<file path="config.mk">
export PLATFORM = sky130hd
export DESIGN_NAME = instr_loader
export DESIGN_NICKNAME = d
export VERILOG_FILES = /design/src/rtl/instr_loader_pkg.sv /design/src/rtl/instr_fifo.sv /design/src/rtl/instr_loader.sv
export SDC_FILE = /design/constraint.sdc
export NUM_CORES = 1
export LEC_CHECK = 0
export CAP_MARGIN = 10
export CORE_MARGIN = 2
export CORE_UTILIZATION = 51
export CTS_CLUSTER_SIZE = 28
export DETAILED_ROUTE_END_ITERATION = 12
export GPL_TIMING_DRIVEN = 0
export PLACE_DENSITY = 0.74
export SKIP_LAST_GASP = 1
export SYNTH_ARGS = -nofsm -noshare
export SYNTH_HDL_FRONTEND = slang
export SYNTH_SLANG_ARGS = --single-unit
</file>
<file path="constraint.sdc">
create_clock -name clk -period 2.1 [get_ports clk]
set_clock_uncertainty 0.15 [all_clocks]
set_input_delay 0.315 -clock clk [delete_from_list [all_inputs] [get_ports clk]]
set_output_delay 0.315 -clock clk [all_outputs]
set_load 0.01 [all_outputs]
</file>
<file path="src/rtl/instr_loader_pkg.sv">
// Shared definitions for the instruction loader: field widths, the packed
// instruction layout held in the FIFO, and the assembler state encoding.
package instr_loader_pkg;

    localparam int OPC_W   = 3;
    localparam int REG_W   = 3;
    localparam int IMM_W   = 8;
    localparam int INSTR_W = OPC_W + 3 * REG_W + IMM_W;   // 20

    // Bit offsets of each field inside a packed instruction word.
    localparam int IMM_LSB   = 0;
    localparam int SRCB_LSB  = IMM_LSB + IMM_W;
    localparam int SRCA_LSB  = SRCB_LSB + REG_W;
    localparam int DEST_LSB  = SRCA_LSB + REG_W;
    localparam int OPC_LSB   = DEST_LSB + REG_W;

    localparam logic [OPC_W-1:0] OP_NOP = 3'b000;
    localparam logic [OPC_W-1:0] OP_LI  = 3'b111;

    typedef struct packed {
        logic [OPC_W-1:0] opcode;
        logic [REG_W-1:0] dest;
        logic [REG_W-1:0] src_a;
        logic [REG_W-1:0] src_b;
        logic [IMM_W-1:0] imm;
    } instr_t;

    // Encodes byte_idx: which packet byte is expected next.
    typedef enum logic [1:0] {
        ST_IDLE = 2'd0,
        ST_B1   = 2'd1,
        ST_B2   = 2'd2
    } asm_state_t;

endpackage

</file>
<file path="src/rtl/instr_fifo.sv">
// Synchronous FIFO of packed instructions.
// Ports:
//   clk, rst      clock, asynchronous active-low reset (pointers/count only)
//   push, din     write din when push and not full
//   pop, dout     dout shows the head entry; pop advances when not empty
//   full, empty   occupancy flags
//   count         occupancy, 0..DEPTH
module instr_fifo
    import instr_loader_pkg::*;
#(
    parameter int DEPTH = 4
) (
    input  logic                   clk,
    input  logic                   rst,
    input  logic                   push,
    input  instr_t                 din,
    input  logic                   pop,
    output instr_t                 dout,
    output logic                   full,
    output logic                   empty,
    output logic [$clog2(DEPTH):0] count
);

    localparam int PTR_W = $clog2(DEPTH);
    localparam int CNT_W = PTR_W + 1;

    instr_t             mem [DEPTH];
    logic [PTR_W-1:0]   wr_ptr_q, wr_ptr_d;
    logic [PTR_W-1:0]   rd_ptr_q, rd_ptr_d;
    logic [CNT_W-1:0]   count_q,  count_d;
    logic               do_push, do_pop;

    assign full  = (count_q == CNT_W'(DEPTH));
    assign empty = (count_q == '0);
    assign count = count_q;
    assign dout  = mem[rd_ptr_q];

    always_comb begin
        do_push  = push && !full;
        do_pop   = pop && !empty;
        // DEPTH is a power of two, so plain increment wraps the pointers.
        wr_ptr_d = do_push ? wr_ptr_q + PTR_W'(1) : wr_ptr_q;
        rd_ptr_d = do_pop  ? rd_ptr_q + PTR_W'(1) : rd_ptr_q;
        count_d  = count_q;
        case ({do_push, do_pop})
            2'b10:   count_d = count_q + CNT_W'(1);
            2'b01:   count_d = count_q - CNT_W'(1);
            default: count_d = count_q;
        endcase
    end

    always_ff @(posedge clk or negedge rst) begin
        if (!rst) begin
            wr_ptr_q <= '0;
            rd_ptr_q <= '0;
            count_q  <= '0;
        end else begin
            wr_ptr_q <= wr_ptr_d;
            rd_ptr_q <= rd_ptr_d;
            count_q  <= count_d;
        end
    end

    // Storage carries no reset; occupancy alone decides what is valid.
    always_ff @(posedge clk) begin
        if (do_push) begin
            mem[wr_ptr_q] <= din;
        end
    end

endmodule

</file>
<file path="src/rtl/instr_loader.sv">
// Byte-serial instruction loader: assembles 3-byte packets into instructions,
// queues them, and issues one per enabled cycle to toy_cpu.
// Ports:
//   clk, rst                 clock, asynchronous active-low reset
//   in_valid/in_sof/in_data  byte stream in; in_sof marks byte 0
//   in_ready                 byte accepted when in_valid & in_ready
//   issue_en                 pop one queued instruction this cycle if any
//   op_valid, opcode, src_a, src_b, dest, imm   registered issue outputs
//   count                    queue occupancy
//   err                      sticky framing error
module instr_loader
    import instr_loader_pkg::*;
#(
    parameter int DEPTH = 4
) (
    input  logic                   clk,
    input  logic                   rst,
    input  logic                   in_valid,
    input  logic                   in_sof,
    input  logic [7:0]             in_data,
    output logic                   in_ready,
    input  logic                   issue_en,
    output logic                   op_valid,
    output logic [2:0]             opcode,
    output logic [2:0]             src_a,
    output logic [2:0]             src_b,
    output logic [2:0]             dest,
    output logic [7:0]             imm,
    output logic [$clog2(DEPTH):0] count,
    output logic                   err
);

    asm_state_t state_q, state_d;
    logic       err_q, err_d;
    logic [5:0] hdr_q, hdr_d;      // byte0[7:2]: opcode, dest
    logic [5:0] regs_q, regs_d;    // byte1[7:2]: src_a, src_b

    logic       accept, push, pop;
    logic       fifo_full, fifo_empty;
    instr_t     push_data, fifo_dout;

    logic             op_valid_q, op_valid_d;
    logic [OPC_W-1:0] opcode_q, opcode_d;
    logic [REG_W-1:0] src_a_q, src_a_d, src_b_q, src_b_d, dest_q, dest_d;
    logic [IMM_W-1:0] imm_q, imm_d;

    // Only fullness gates byte2; issue_en deliberately has no path here.
    assign in_ready = !((state_q == ST_B2) && fifo_full);

    always_comb begin
        accept  = in_valid && in_ready;
        state_d = state_q;
        err_d   = err_q;
        hdr_d   = hdr_q;
        regs_d  = regs_q;
        push    = 1'b0;

        push_data.opcode = hdr_q[5:3];
        push_data.dest   = hdr_q[2:0];
        push_data.src_a  = regs_q[5:3];
        push_data.src_b  = regs_q[2:0];
        push_data.imm    = in_data;

        if (accept) begin
            if (in_sof) begin
                // A sof outside IDLE abandons the partial packet and restarts.
                if (state_q != ST_IDLE) begin
                    err_d = 1'b1;
                end
                hdr_d   = in_data[7:2];
                state_d = ST_B1;
            end else begin
                case (state_q)
                    ST_IDLE: err_d = 1'b1;   // stray byte: swallowed
                    ST_B1: begin
                        regs_d  = in_data[7:2];
                        state_d = ST_B2;
                    end
                    ST_B2: begin
                        push    = 1'b1;
                        state_d = ST_IDLE;
                    end
                    default: state_d = ST_IDLE;
                endcase
            end
        end

        pop        = issue_en && !fifo_empty;
        op_valid_d = pop;
        opcode_d   = pop ? fifo_dout.opcode : OP_NOP;
        src_a_d    = pop ? fifo_dout.src_a  : src_a_q;
        src_b_d    = pop ? fifo_dout.src_b  : src_b_q;
        dest_d     = pop ? fifo_dout.dest   : dest_q;
        imm_d      = pop ? fifo_dout.imm    : imm_q;
    end

    instr_fifo #(.DEPTH(DEPTH)) u_fifo (
        .clk   (clk),
        .rst   (rst),
        .push  (push),
        .din   (push_data),
        .pop   (pop),
        .dout  (fifo_dout),
        .full  (fifo_full),
        .empty (fifo_empty),
        .count (count)
    );

    always_ff @(posedge clk or negedge rst) begin
        if (!rst) begin
            state_q    <= ST_IDLE;
            err_q      <= 1'b0;
            op_valid_q <= 1'b0;
            opcode_q   <= OP_NOP;
            src_a_q    <= '0;
            src_b_q    <= '0;
            dest_q     <= '0;
            imm_q      <= '0;
        end else begin
            state_q    <= state_d;
            err_q      <= err_d;
            op_valid_q <= op_valid_d;
            opcode_q   <= opcode_d;
            src_a_q    <= src_a_d;
            src_b_q    <= src_b_d;
            dest_q     <= dest_d;
            imm_q      <= imm_d;
        end
    end

    // Partial-packet bytes are only meaningful once the FSM has advanced.
    always_ff @(posedge clk) begin
        hdr_q  <= hdr_d;
        regs_q <= regs_d;
    end

    assign err      = err_q;
    assign op_valid = op_valid_q;
    assign opcode   = opcode_q;
    assign src_a    = src_a_q;
    assign src_b    = src_b_q;
    assign dest     = dest_q;
    assign imm      = imm_q;

endmodule
</file>
* After elaboration in Yosys (flattened, before gate mapping) *
Memories as Yosys holds them, arrays and structs flattened.
Index checks and enable logic that the tools add are counted.

word-level totals
  bits in writable memories = 80
  register bits = 43
  output and inout bits = 26
  memories = 1
  input port bits = 13
  logic and storage cells = 55

operators by class
  reduce and logical (&&, ||, !) cells = 17
  add/sub/neg operators = 4
  equal/unequal tests = 7
  bitwise operators = 1
  mux-type cells = 12

memory list
  memory      depth  bits a word  rd ports  clocked after memory_dff  wr ports  line              text
  u_fifo.mem  4      20           1         0                         1         instr_fifo.sv:27  instr_t mem [DEPTH];

operator list
  operator                                                                  number
  1-bit 2-to-1 mux                                                          8
  3-bit one-hot mux with 2 select lines                                     1
  3-bit AND reduction                                                       2
  2-bit nonzero test                                                        3
  1-bit logical AND                                                         5
  2-bit by 1-bit adder with 2-bit output (second input constant)            2
  2-bit by 1-bit == test with 1-bit output (second input constant)          2
  2-bit == test (second input constant)                                     2
  2-bit one-hot mux with 2 select lines                                     1
  2-bit AND reduction                                                       2
  3-bit by 1-bit adder with 3-bit output (second input constant)            1
  3-bit == test (second input constant)                                     1
  1-bit zero test                                                           3
  3-bit zero test                                                           1
  3-bit 2-to-1 mux                                                          1
  3-bit by 1-bit subtractor with 3-bit output (second input constant)       1
  2-bit zero test                                                           1
  2-bit 2-to-1 mux                                                          1
  2-bit by 1-bit inequality test with 1-bit output (second input constant)  1
  2-bit inequality test (second input constant)                             1
  1-bit inverter                                                            1

* Logic depth before layout (Yosys ltp) *
Gate-level depths: netlist of run 1.

  depth after elaboration = 8
  mapped depth = 9
  depth with buffers taken out = 9

* Hierarchy *
A second synthesis of run 1 with hierarchy kept.

unflattened totals
  cell total of the unflattened synthesis = 217
  area total of the unflattened synthesis = 4715.8 um^2

by module, submodules not included
  module        area each (um^2)  times used  sequential area each (um^2)  cells each
  instr_fifo    3331.9            1           2577.5                       141
  instr_loader  1383.8            1           960.9                        76

* Worst setup path before layout of run 1 *
No wires, ideal clock.

  path type = reg2reg
  start = register u_fifo.count_q[1], in the netlist u_fifo.count[1]
  end = register u_fifo.count_q[2], in the netlist u_fifo.count[2]
  buffers on the path = 1
  setup time = 131 ps
  period minus slack after synthesis = 2184 ps
  setup slack = -84 ps
  required time = 1819 ps
  stages on the path, launching flop included = 10
  arrival time = 1902 ps
  path through = dfrtp_1 > o31ai_4 > inv_2 > buf_2 > ha_1 > inv_1 > fa_1 > xor2_1 > nor2_1 > xor2_1

on the way
  elaborated cells between the ends (all ways) = 17
  those cells by class = add/sub (2); eq/ne (3); mux (2); reduce/logical (10)

RTL lines
  element                                                                      line                text
  start: declaration                                                           instr_fifo.sv:30    logic [CNT_W-1:0] count_q, count_d;
  start signal: assignment                                                     instr_fifo.sv:60    count_q <= count_d;
  3-bit zero test *                                                            instr_fifo.sv:34    assign empty = (count_q == '0);
  1-bit zero test *                                                            instr_loader.sv:88  pop = issue_en && !fifo_empty;
  1-bit logical AND *                                                          instr_loader.sv:88
  via op_valid_d                                                               instr_loader.sv:42  logic op_valid_q, op_valid_d;
  1-bit logical AND *                                                          instr_fifo.sv:40    do_pop = pop && !empty;
  2-bit by 1-bit == test with 1-bit output or 2-bit == test (tied branches)    instr_fifo.sv:45    case ({do_push, do_pop})
  3-bit one-hot mux with 2 select lines or 2-bit nonzero test (tied branches)  --

The timed path passes the listed nets; every way through them passes the cells marked *.
A chain may end at the register's enable or synchronous reset.

* Final worst setup path of run 1 *
  start = register u_fifo.count_q[2], in the netlist u_fifo.count[2]
  end = memory u_fifo.mem[3][15] (netlist bit), enable pin

on the way
  cells in the longest elaborated chain, start to end = 8
  elaborated cells between the ends (all ways) = 9
  those cells by class = eq/ne (1); mux (3); reduce/logical (5)

RTL lines
  element                                   line                text
  3-bit == test *                           instr_fifo.sv:33    assign full = (count_q == CNT_W'(DEPTH));
  1-bit logical AND                         instr_loader.sv:48  assign in_ready = !((state_q == ST_B2) && fifo_full);
  1-bit zero test                           instr_loader.sv:48
  1-bit logical AND                         instr_loader.sv:51  accept = in_valid && in_ready;
  1-bit 2-to-1 mux                          instr_loader.sv:64  if (accept) begin
  1-bit logical AND *                       instr_fifo.sv:39    do_push = push && !full;
  1-bit 2-to-1 mux *                        instr_fifo.sv:66    if (do_push) begin
  1-bit 2-to-1 mux (not written as such) *  instr_fifo.sv:67    mem[wr_ptr_q] <= din;
  end: declaration                          instr_fifo.sv:27

Every way passes the cells marked *; elsewhere a longest branch is shown, timed or not.

==> results of run 1 <==
==> report_power, final <==
part / leakage [nW] / switching [mW] / internal (mW)
combinational: 0.705 / 0.900 / 1.10
sequential: 1.20 / 0.191 / 2.93
clock: 0.303 / 1.02 / 2.04
==> cell usage after synthesis <==
library cell,n
and2_1,3
nand3_1,1
ha_1,6
inv_1,9
buf_2,3
o21ai_0,1
nor4b_4,1
a21oi_1,1
nor2_1,2
dfrtp_1,31
mux2_4,1
xnor2_1,4
clkbuf_1,2
and2_2,4
nor3_1,1
xor2_1,2
o41ai_1,1
edfxtp_1,92
a31o_2,1
o22a_1,1
nand2_1,52
buf_4,2
nand2b_1,1
or2b_1,1
mux2i_1,1
mux4_2,20
nor3b_2,1
o31ai_4,1
fa_1,1
and3_1,1
inv_2,1
nor4b_1,1
==> worst reg2reg max path, cell delays in order (launching register included) <==
cell and delay, ns:
dfrtp_2 0.40, nor3b_4 0.16, buf_4 0.14, nor4b_4 0.37
and2_2 0.60
==> timing repair <==
action                                 CTS  global route
hold buffers                             1             0
gates cloned                             0             0
resized for setup                        5             0
setup endpoints to repair               83            84
pin swaps                                6             4
setup buffers                           11             1
endpoints found under the hold margin   31             0
==> how the worst max path moves through the flow <==
stage | cells after the start | end | slack [ns]
6_report | 4 | u_fifo.mem[3][15] | -0.10
5_1_grt | 10 | u_fifo.count[2] | -0.21
4_1_cts | 11 | u_fifo.count[2] | -0.14
3_5_place_dp | 10 | u_fifo.count[2] | -0.72
3_3_place_gp | 10 | u_fifo.count[2] | -0.67
2_1_floorplan | 9 | u_fifo.count[2] | 0.0003
==> area by class of cell <==
class	count	area [sq um]
Timing Repair Buffer	50	470
Buffer	7	47.5
Tap cell	108	135
Fill cell	592	2880
Inverter	10	37.5
Multi-Input combinational cell	110	1030
Sequential cell	123	3540
Clock inverter	13	199
Clock buffer	19	422
==> kinds of logic after synthesis <==
logic type,after synthesis,share of synthesized area [%]
AND/OR/NAND/NOR,69,7.07
AO/OA/AOI/OAI,6,1.25
adder cells (fa/ha/maj),7,2.06
XOR/XNOR,6,1.14
multiplexers,22,10.3
flip-flops,123,76.6
buffers and inverters,17,1.62
==> sequential cells by signal, summed over array words and instances, names as in the netlist, 3 cells and up <==
name,count
regs_q,6
opcode,3
u_fifo.count,3
u_fifo.mem,80
src_b,3
hdr_q,6
dest,3
src_a,3
imm,8
==> metrics by stage <==
| step | cells | utilization, % | setup WS (ns) | setup TNS [ns] | hold WS, ns |
|---|---|---|---|---|---|
| finish | 440 | 67.1 | -0.100 | -7.00 | 0.257 |
| global route | 440 | 67.1 | -0.207 | -14.81 | 0.291 |
| CTS | 440 | 67.1 | -0.138 | -4.84 | 0.276 |
| detailed placement | 396 | 58.9 | -0.715 | -56.46 | 0.281 |
| global placement | 396 | 59.0 | -0.667 | -58.23 | 0.306 |
| floorplan | 250 | - | 0.000264 | 0 | -0.131 |
==> per-layer routing <==
metal	wire [um]	track usage, %	vias to the layer above
met5	0	0	-
met4	178	7.27	0
met3	440	6.04	19
met2	4430	31.4	72
met1	3490	23.9	1201
li1	-	-	1067
==> out/results.ini, run 1 <==
[critical_path]
end_kind = flip-flop
timing.rr.end = u_fifo.mem[3][15]
cp.required_ns = 2.09
r2r_cells = 4
crit_chain = nor3b_4 -> buf_4 -> nor4b_4 -> and2_2
crit-reg2reg-launch = u_fifo.count[2]
arrival_ns = 2.19
slowest_stage = and2_2
crit_type = reg2reg
critPathTopFamily = simple AND/OR/NAND/NOR gates
worstSetupStartpointType = flip-flop
critPathMaxFanout = 20
cpPeakStageDelay_ns = 0.60
rrSetupSlack_ns = -0.10
path_buf_inv = 1
cp-startpoint = u_fifo.count[2]

[layout]
drive_gt1_share_pct = 25.0
area_delta_synth_final_pct = 27.3
fin_area_sq_mm = 0.00588
final_cell_mix = 92 x edfxtp_1, 52 x nand2_1, 36 x clkdlybuf4s50_1
final_common_cell = edfxtp_1
fin_nets = 339
diodes = 0

[floorplanning]
coreArea_sq_mm = 0.00876
die_w_um = 99.2
die_h_um = 99.2
rows = 34
dieArea_sq_mm = 0.00984
io_pins = 39
start_util_pct = 52.7

[status]
failed_checks = negative setup slack
status = finished, violations left

[synth]
syn_inst = 250
yosys.area.top_type_share_pct = 59.8
ys_seq_area_share_pct = 76.6
synth.cell_area_sq_mm = 0.00462
synth_top_area_cell = edfxtp_1
synth.distinct_cells = 32
yosys-top-cells-area = edfxtp_1 60%, dfrtp_1 17%, mux4_2 9.7%
synthesis.nets = 270
ys_seq_elements = 123
synth.avg_cell_area_sq_um = 18.5
yosysWarnings = 0

[drt]
routed_via_density = 5.36
num_vias = 2359
ant_nets = 0
route.detailed.drc = 0
routed_wl_um = 8540
drtPass1Iterations = 4
drtIter0Drc = 177
avgRoutedWirePerCell_um = 19.4

[pwr]
vdd_ir_drop_max_v = 0.000823
power_leakage_nw = 2.21
power.total_mw = 8.18
power_density_mw_per_mm2 = 1390

[sta]
max_slew.worst_pin.slew_ns = 1.04
finalSetupViolations = 83
finalHoldViolCount = 0
worst_slack_ns = -0.100
finalCriticalPeriod_ns = 2.20
fin_crit_sh_pct = 105
rsz0062_at_grt = yes
max_slew_margin_pct = 30.2
max_freq_mhz = 454
drv_slew = 0

[job]
drv_cap = 0

[global_routing]
antenna_found_initial = 0
grt_overflow = 0
grt_max_degree = 32
grt_use_total_pct = 19.1
grt_pass1_wl_um = 13400
grt_pass1_vias = 2501

[cts]
cts_tree = done
cts_num_sinks = 123
clock_latency_ns = 0.52
root_buffer = clkbuf_8
htree_levels = 4
clockBufferDepth = 2
cts_buffers = 17
clk_pin_slew_ns = 0.06

[worst_hold_path]
hold_class = in2async

[placed_design]
hpwl_um = 4700
port_buffers = 38
placed_area_sq_mm = 0.00516
place_congestion = 0.697

Note: power is estimated with default switching activity, not from simulation.
==> inputs of run 2 (changes only) <==
--- a/config.mk
+++ b/config.mk
@@ -7,11 +7,11 @@
 export LEC_CHECK = 0
 export CAP_MARGIN = 10
 export CORE_MARGIN = 2
-export CORE_UTILIZATION = 51
+export CORE_UTILIZATION = 61
 export CTS_CLUSTER_SIZE = 28
 export DETAILED_ROUTE_END_ITERATION = 12
 export GPL_TIMING_DRIVEN = 0
-export PLACE_DENSITY = 0.74
+export PLACE_DENSITY = 0.83
 export SKIP_LAST_GASP = 1
 export SYNTH_ARGS = -nofsm -noshare
 export SYNTH_HDL_FRONTEND = slang
==> constraint.sdc (replaced) <==
create_clock -name clk -period 2.6 [get_ports clk]
set_clock_uncertainty 0.15 [all_clocks]
set_input_delay 0.39 -clock clk [delete_from_list [all_inputs] [get_ports clk]]
set_output_delay 0.39 -clock clk [all_outputs]
set_load 0.01 [all_outputs]
==> out/results.ini, run 2 (synthesis results as in run 1) <==
[pwr]
power_frac_seq_pct = 40.6  ; +2.4 points
p_sw_mw = 1.69  ; -20%
combPwrFrac_pct = 24.0  ; -0.4 points
p_clk_share_pct = 35.4  ; -2.0 points
swShare_pct = 26.7  ; +0.86 points
power.total_mw = 6.32  ; -23%
power_density_mw_per_mm2 = 1100  ; -21%
power_leakage_nw = 2.15  ; -2.6%
vdd_ir_drop_max_v = 0.000771  ; -6.3%
internal-power_mw = 4.64  ; -24%

[sta]
max_slew.worst_pin.slew_ns = 1.05  ; +0.0124 ns
whs_ns = 0.318  ; +0.0613 ns
finalHoldViolCount = 0  ; unchanged
finalSetupViolations = 0  ; -100%
fin_crit_sh_pct = 97.9
rsz0062_at_grt = yes
finalCriticalPeriod_ns = 2.55
max_freq_mhz = 393
max_slew_margin_pct = 29.4  ; -0.83 points
drv_slew = 0  ; unchanged

[drt]
routed_wl_um = 8940  ; +4.7%
drtIter0Drc = 182  ; +2.8%
ant_nets = 0  ; unchanged
num_vias = 2392  ; +1.4%
route.detailed.drc = 0  ; unchanged
drtPass1Iterations = 4  ; unchanged
routed_via_density = 5.67  ; +5.7%
avgRoutedWirePerCell_um = 21.2  ; +9.2%

[critical_path]
crit_chain = nor3b_4 -> nand3_1 -> clkdlybuf4s50_1
arrival_ns = 2.01  ; -0.18 ns
crit-reg2reg-launch = u_fifo.count[0]
end_kind = primary output
critPathMaxFanout = 6  ; -70%
path_buf_inv = 1  ; unchanged
rrSetupSlack_ns = 0.18  ; +0.28 ns
worstSetupStartpointType = flip-flop
crit_type = reg2out
cp-startpoint = u_fifo.count[0]
critPathTopFamily = buffers and inverters
cp.required_ns = 2.06  ; -0.03 ns
cpPeakStageDelay_ns = 0.51  ; -0.09 ns
slowest_stage = clkdlybuf4s50_1

[layout]
final_cell_mix = 92 x edfxtp_1, 52 x nand2_1, 37 x clkdlybuf4s50_1
fin_area_sq_mm = 0.00574  ; -2.5%
largest_reg_flops = 80  ; unchanged
diodes = 0  ; unchanged
fin_nets = 330  ; -2.7%
largest_register = u_fifo.mem
area_delta_synth_final_pct = 24.2
final_common_cell = edfxtp_1
drive_gt1_share_pct = 20.7  ; -4.3 points

[global_routing]
grt_overflow = 0  ; unchanged
grt_use_total_pct = 24.3  ; +5.2 points
grt_max_degree = 32  ; unchanged
antenna_found_initial = 0  ; unchanged
gr-usage-met3_pct = 7.72  ; +1.7 points
grt_pass1_vias = 2595  ; +3.8%
grt.busiest_layer = met2
use_met1_pct = 28.0  ; +4.1 points
grt_pass1_wl_um = 14200  ; +6.1%
grt_use_met2_pct = 42.6  ; +11 points

[worst_hold_path]
hold_class = reg2reg
hold_start = dest[1]

[placed_design]
placed_area_sq_mm = 0.00512  ; -0.80%
place_congestion = 0.696  ; -0.22%
hpwl_um = 4990  ; +6.1%
port_buffers = 38  ; unchanged

[cts]
clk_pin_slew_ns = 0.06  ; about the same
clockBufferDepth = 2  ; unchanged
cts_tree = done
htree_levels = 4  ; unchanged
clock_latency_ns = 0.51  ; about the same
cts_num_sinks = 123  ; unchanged
cts_buffers = 17  ; unchanged
root_buffer = clkbuf_8

[floorplanning]
die_w_um = 91.0  ; -8.2%
io_pins = 39  ; unchanged
dieArea_sq_mm = 0.00829  ; -16%
coreArea_sq_mm = 0.00729  ; -17%
start_util_pct = 63.4  ; +11 points
rows = 31  ; -8.8%
die_h_um = 91.0  ; -8.2%

[status]
status = finished, final reports clean

[job]
drv_cap = 0  ; unchanged

[run 2: power by group through the flow]
| stage | combinational, mW | sequential [mW] | clock, mW |
|---|---|---|---|
| after global placement | 1.43 | 2.57 | 0 |
| final | 1.52 | 2.57 | 2.24 |
| after global routing | 1.64 | 2.61 | 2.35 |
| after floorplan | 0.804 | 2.65 | 0 |
| after detailed placement | 1.47 | 2.59 | 0 |
| after CTS | 1.52 | 2.56 | 2.26 |
[run 2: tightest hold or removal path, delay by kind of cell (launching register included)]
kind	cells	cell delay (ns)
DFF	1	0.34
and+or+nand+nor	2	0.10
[run 2: metrics by stage]
stage	setup slack, ns	std cells	TNS [ns]	utilization (%)
4_1_cts	-0.0221	420	-0.0221	78.2
2_1_floorplan	0.416	250	0	-
6_report	0.0545	422	0	78.7
3_3_place_gp	-0.193	387	-13.93	70.3
3_5_place_dp	-0.243	387	-17.36	70.2
5_1_grt	-0.0727	422	-0.0727	78.7
[run 2: final cells by class]
cell class	instances	area, sq um
plain buffers	7	37.5
clock buffers	24	480
clock inverters	8	92.6
fillers	401	1560
inverters	10	37.5
multi-input cells	110	1010
flip-flops and latches	123	3540
well taps	99	124
repair buffers	41	413
[run 2: timing repair]
item	in CTS	in global routing
pin swaps	1	1
endpoints found under the hold margin	31	0
endpoints found under the setup margin	2	3
gates cloned	0	0
setup buffers	0	2
resized for setup	0	1
hold buffers	1	0
[run 2: worst paths after layout]
| path | to | depth (start not counted) |
|---|---|---|
| worst max register to register | u_fifo.count[2] | 10 |
| worst max-delay path | in_ready | 3 |
| worst min register to register | dest[1] | 2 |
| min in group asynchronous | u_fifo.count[1] | 2 |
| worst min-delay path | dest[1] | 2 |
| max in group asynchronous | opcode[2] | 2 |
[run 2: layer usage]
layer	vias up	routed length [um]	share of wire, %
met5	-	0	0
met2	81	5050	56
met3	13	387	4.3
met4	0	160	1.8
li1	1045	-	-
met1	1253	3350	37
==> inputs of run 3 (changes only) <==
--- a/config.mk
+++ b/config.mk
@@ -7,11 +7,11 @@
 export LEC_CHECK = 0
 export CAP_MARGIN = 10
 export CORE_MARGIN = 2
-export CORE_UTILIZATION = 61
+export CORE_UTILIZATION = 57
 export CTS_CLUSTER_SIZE = 28
 export DETAILED_ROUTE_END_ITERATION = 12
 export GPL_TIMING_DRIVEN = 0
-export PLACE_DENSITY = 0.83
+export PLACE_DENSITY = 0.79
 export SKIP_LAST_GASP = 1
 export SYNTH_ARGS = -nofsm -noshare
 export SYNTH_HDL_FRONTEND = slang
==> constraint.sdc (replaced) <==
create_clock -name clk -period 2.4 [get_ports clk]
set_clock_uncertainty 0.15 [all_clocks]
set_input_delay 0.36 -clock clk [delete_from_list [all_inputs] [get_ports clk]]
set_output_delay 0.36 -clock clk [all_outputs]
set_load 0.01 [all_outputs]
==> out/results.ini, run 3 (synthesis results as in run 1) <==
[sta]
max_slew.worst_pin.slew_ns = 0.992  ; -0.0589 ns
worst_slack_ns = 0.145  ; +0.0909 ns
fin_crit_sh_pct = 93.9
max_slew_margin_pct = 33.4  ; +4.0 points
whs_ns = 0.304  ; -0.0136 ns
finalSetupViolations = 0  ; unchanged
max_freq_mhz = 444
finalHoldViolCount = 0  ; unchanged
rsz0062_at_grt = no
finalCriticalPeriod_ns = 2.25
drv_slew = 0  ; unchanged

[cts]
clockBufferDepth = 2  ; unchanged
clock_latency_ns = 0.52  ; about the same
clk_pin_slew_ns = 0.06  ; about the same
htree_levels = 4  ; unchanged
cts_tree = done
root_buffer = clkbuf_8
cts_num_sinks = 123  ; unchanged
cts_buffers = 17  ; unchanged

[drt]
route.detailed.drc = 0  ; unchanged
drtIter0Drc = 191  ; +4.9%
avgRoutedWirePerCell_um = 20.2  ; -4.8%
routed_wl_um = 8630  ; -3.5%
num_vias = 2368  ; -1.0%
drtPass1Iterations = 4  ; unchanged
ant_nets = 0  ; unchanged
routed_via_density = 5.53  ; -2.4%

[layout]
final_common_cell = edfxtp_1
fin_area_sq_mm = 0.00570  ; -0.57%
fin_nets = 333  ; +0.91%
diodes = 0  ; unchanged
final_cells = 428  ; +1.4%
area_delta_synth_final_pct = 23.4
fillers = 484  ; +21%
final_cell_mix = 92 x edfxtp_1, 52 x nand2_1, 36 x clkdlybuf4s50_1
largest_register = u_fifo.mem
largest_reg_flops = 80  ; unchanged
drive_gt1_share_pct = 22.1  ; +1.3 points

[critical_path]
slowest_stage = dfrtp_1
worstSetupStartpointType = flip-flop
end_kind = flip-flop
arrival_ns = 2.54  ; +0.53 ns
critPathTopFamily = adder cells
crit_chain = o31ai_4 -> inv_2 -> buf_2 -> ha_1 -> inv_1 -> fa_1 -> xor2_1 -> nor2_1 -> xor2_1
crit_type = reg2reg
crit_top_cell = xor2_1
critPathMaxFanout = 11  ; +5
cp.required_ns = 2.69  ; +0.63 ns
cpPeakStageDelay_ns = 0.50  ; about the same
path_buf_inv = 3  ; +2

[job]
drv_cap = 0  ; unchanged

[placed_design]
hpwl_um = 4780  ; -4.2%
post-place-cells = 390  ; +0.78%
port_buffers = 38  ; unchanged
pre_cts_slack_ns = -0.433  ; -0.190 ns
placed_area_sq_mm = 0.00512  ; about the same
place_congestion = 0.695  ; about the same

[floorplanning]
dieArea_sq_mm = 0.00884  ; +6.7%
die_w_um = 94.0  ; +3.3%
coreArea_sq_mm = 0.00781  ; +7.1%
rows = 32  ; +3.2%
die_h_um = 94.0  ; +3.3%
io_pins = 39  ; unchanged
start_util_pct = 59.2  ; -4.2 points

[pwr]
vdd_ir_drop_max_v = 0.000625  ; -19%
power_density_mw_per_mm2 = 1160  ; +5.5%
power_leakage_nw = 2.13  ; -1.0%

[global_routing]
grt_use_total_pct = 21.8  ; -2.5 points
grt_max_degree = 32  ; unchanged
antenna_found_initial = 0  ; unchanged
grt_pass1_vias = 2352  ; -9.4%
grt_pass1_wl_um = 13100  ; -7.5%
grt_overflow = 0  ; unchanged

[status]
status = finished, final reports clean

[worst_hold_path]
hold_class = in2async

==> run 3: changes by cell type in the layout (fill, tap and decap cells not counted), moves of 2 or more <==
cell / before / now
buf_4: 3 / 7
clkbuf_8: 5 / 1
clkinv_4: 0 / 2
clkinvlp_4: 1 / 3
dfrtp_1: 31 / 29
dfrtp_2: 0 / 2
==> run 3: path summary, 6_finish.rpt <==
check / from / end / slack, ns / cells past startpoint
min in group clk: src_b[1] / src_b[1] / 0.32 / 2
max in group asynchronous: rst / u_fifo.count[0] / 1.27 / 2
hold reg to reg: src_b[1] / src_b[1] / 0.32 / 2
setup reg to reg: u_fifo.count[1] / u_fifo.count[2] / 0.15 / 9
setup / recovery: u_fifo.count[1] / u_fifo.count[2] / 0.15 / 9
hold / removal: rst / state_q[1] / 0.30 / 2
==> run 3: where the power goes <==
group	switching [mW]	internal, mW	total, mW	leakage, nW
registers	0.218	2.57	2.78	1.20
logic	0.721	0.877	1.60	0.672
clock network	0.896	1.36	2.25	0.255
==> run 3: metrics by stage <==
step | power [mW] | TNS (ns) | util (%)
floorplan | 3.74 | 0 | -
global placement | 4.33 | -27.25 | 65.7
detailed placement | 4.38 | -31.35 | 65.6
CTS | 6.68 | -0.478 | 72.8
global route | 6.95 | 0 | 73.1
finish | 6.63 | 0 | 73.1
==> run 3: area by class of cell <==
class | count | area [sq um] | share of cell area (%)
well taps | 102 | 128 | 2.24
multi-input cells | 110 | 1010 | 17.8
clock buffers | 19 | 422 | 7.39
repair buffers | 44 | 422 | 7.39
flip-flops and latches | 123 | 3540 | 62.1
clock inverters | 13 | 104 | 1.82
inverters | 10 | 37.5 | 0.658
plain buffers | 7 | 37.5 | 0.658
==> run 3: worst reg2reg max path: cells and delay by family (launching register included) <==
family	cells	cell delay, ns
adders and majority gates	2	0.60
DFF	1	0.50
buffers and inverters	3	0.39
xor gates and xnor gates	2	0.30
AOI/OAI and AO/OA	1	0.12
and+or+nand+nor	1	0.11
==> run 3: what timing repair did <==
action                                  4_1_cts  5_1_grt
hold endpoints to repair                     31        0
gates resized for setup                       4        0
gates cloned                                  0        0
pin swaps                                     2        1
endpoints found under the setup margin        3       82
setup buffers                                 2        3
hold buffers                                  1        0
==> run 3: per-layer routing <==
layer  global-route usage (%)  vias up  wire length (um)
li1                         -     1058                 -
met1                     26.8     1208              3470
met2                     36.7       85              4560
met3                     6.74       17               459
met4                     8.21        0               144
met5                        0        -                 0
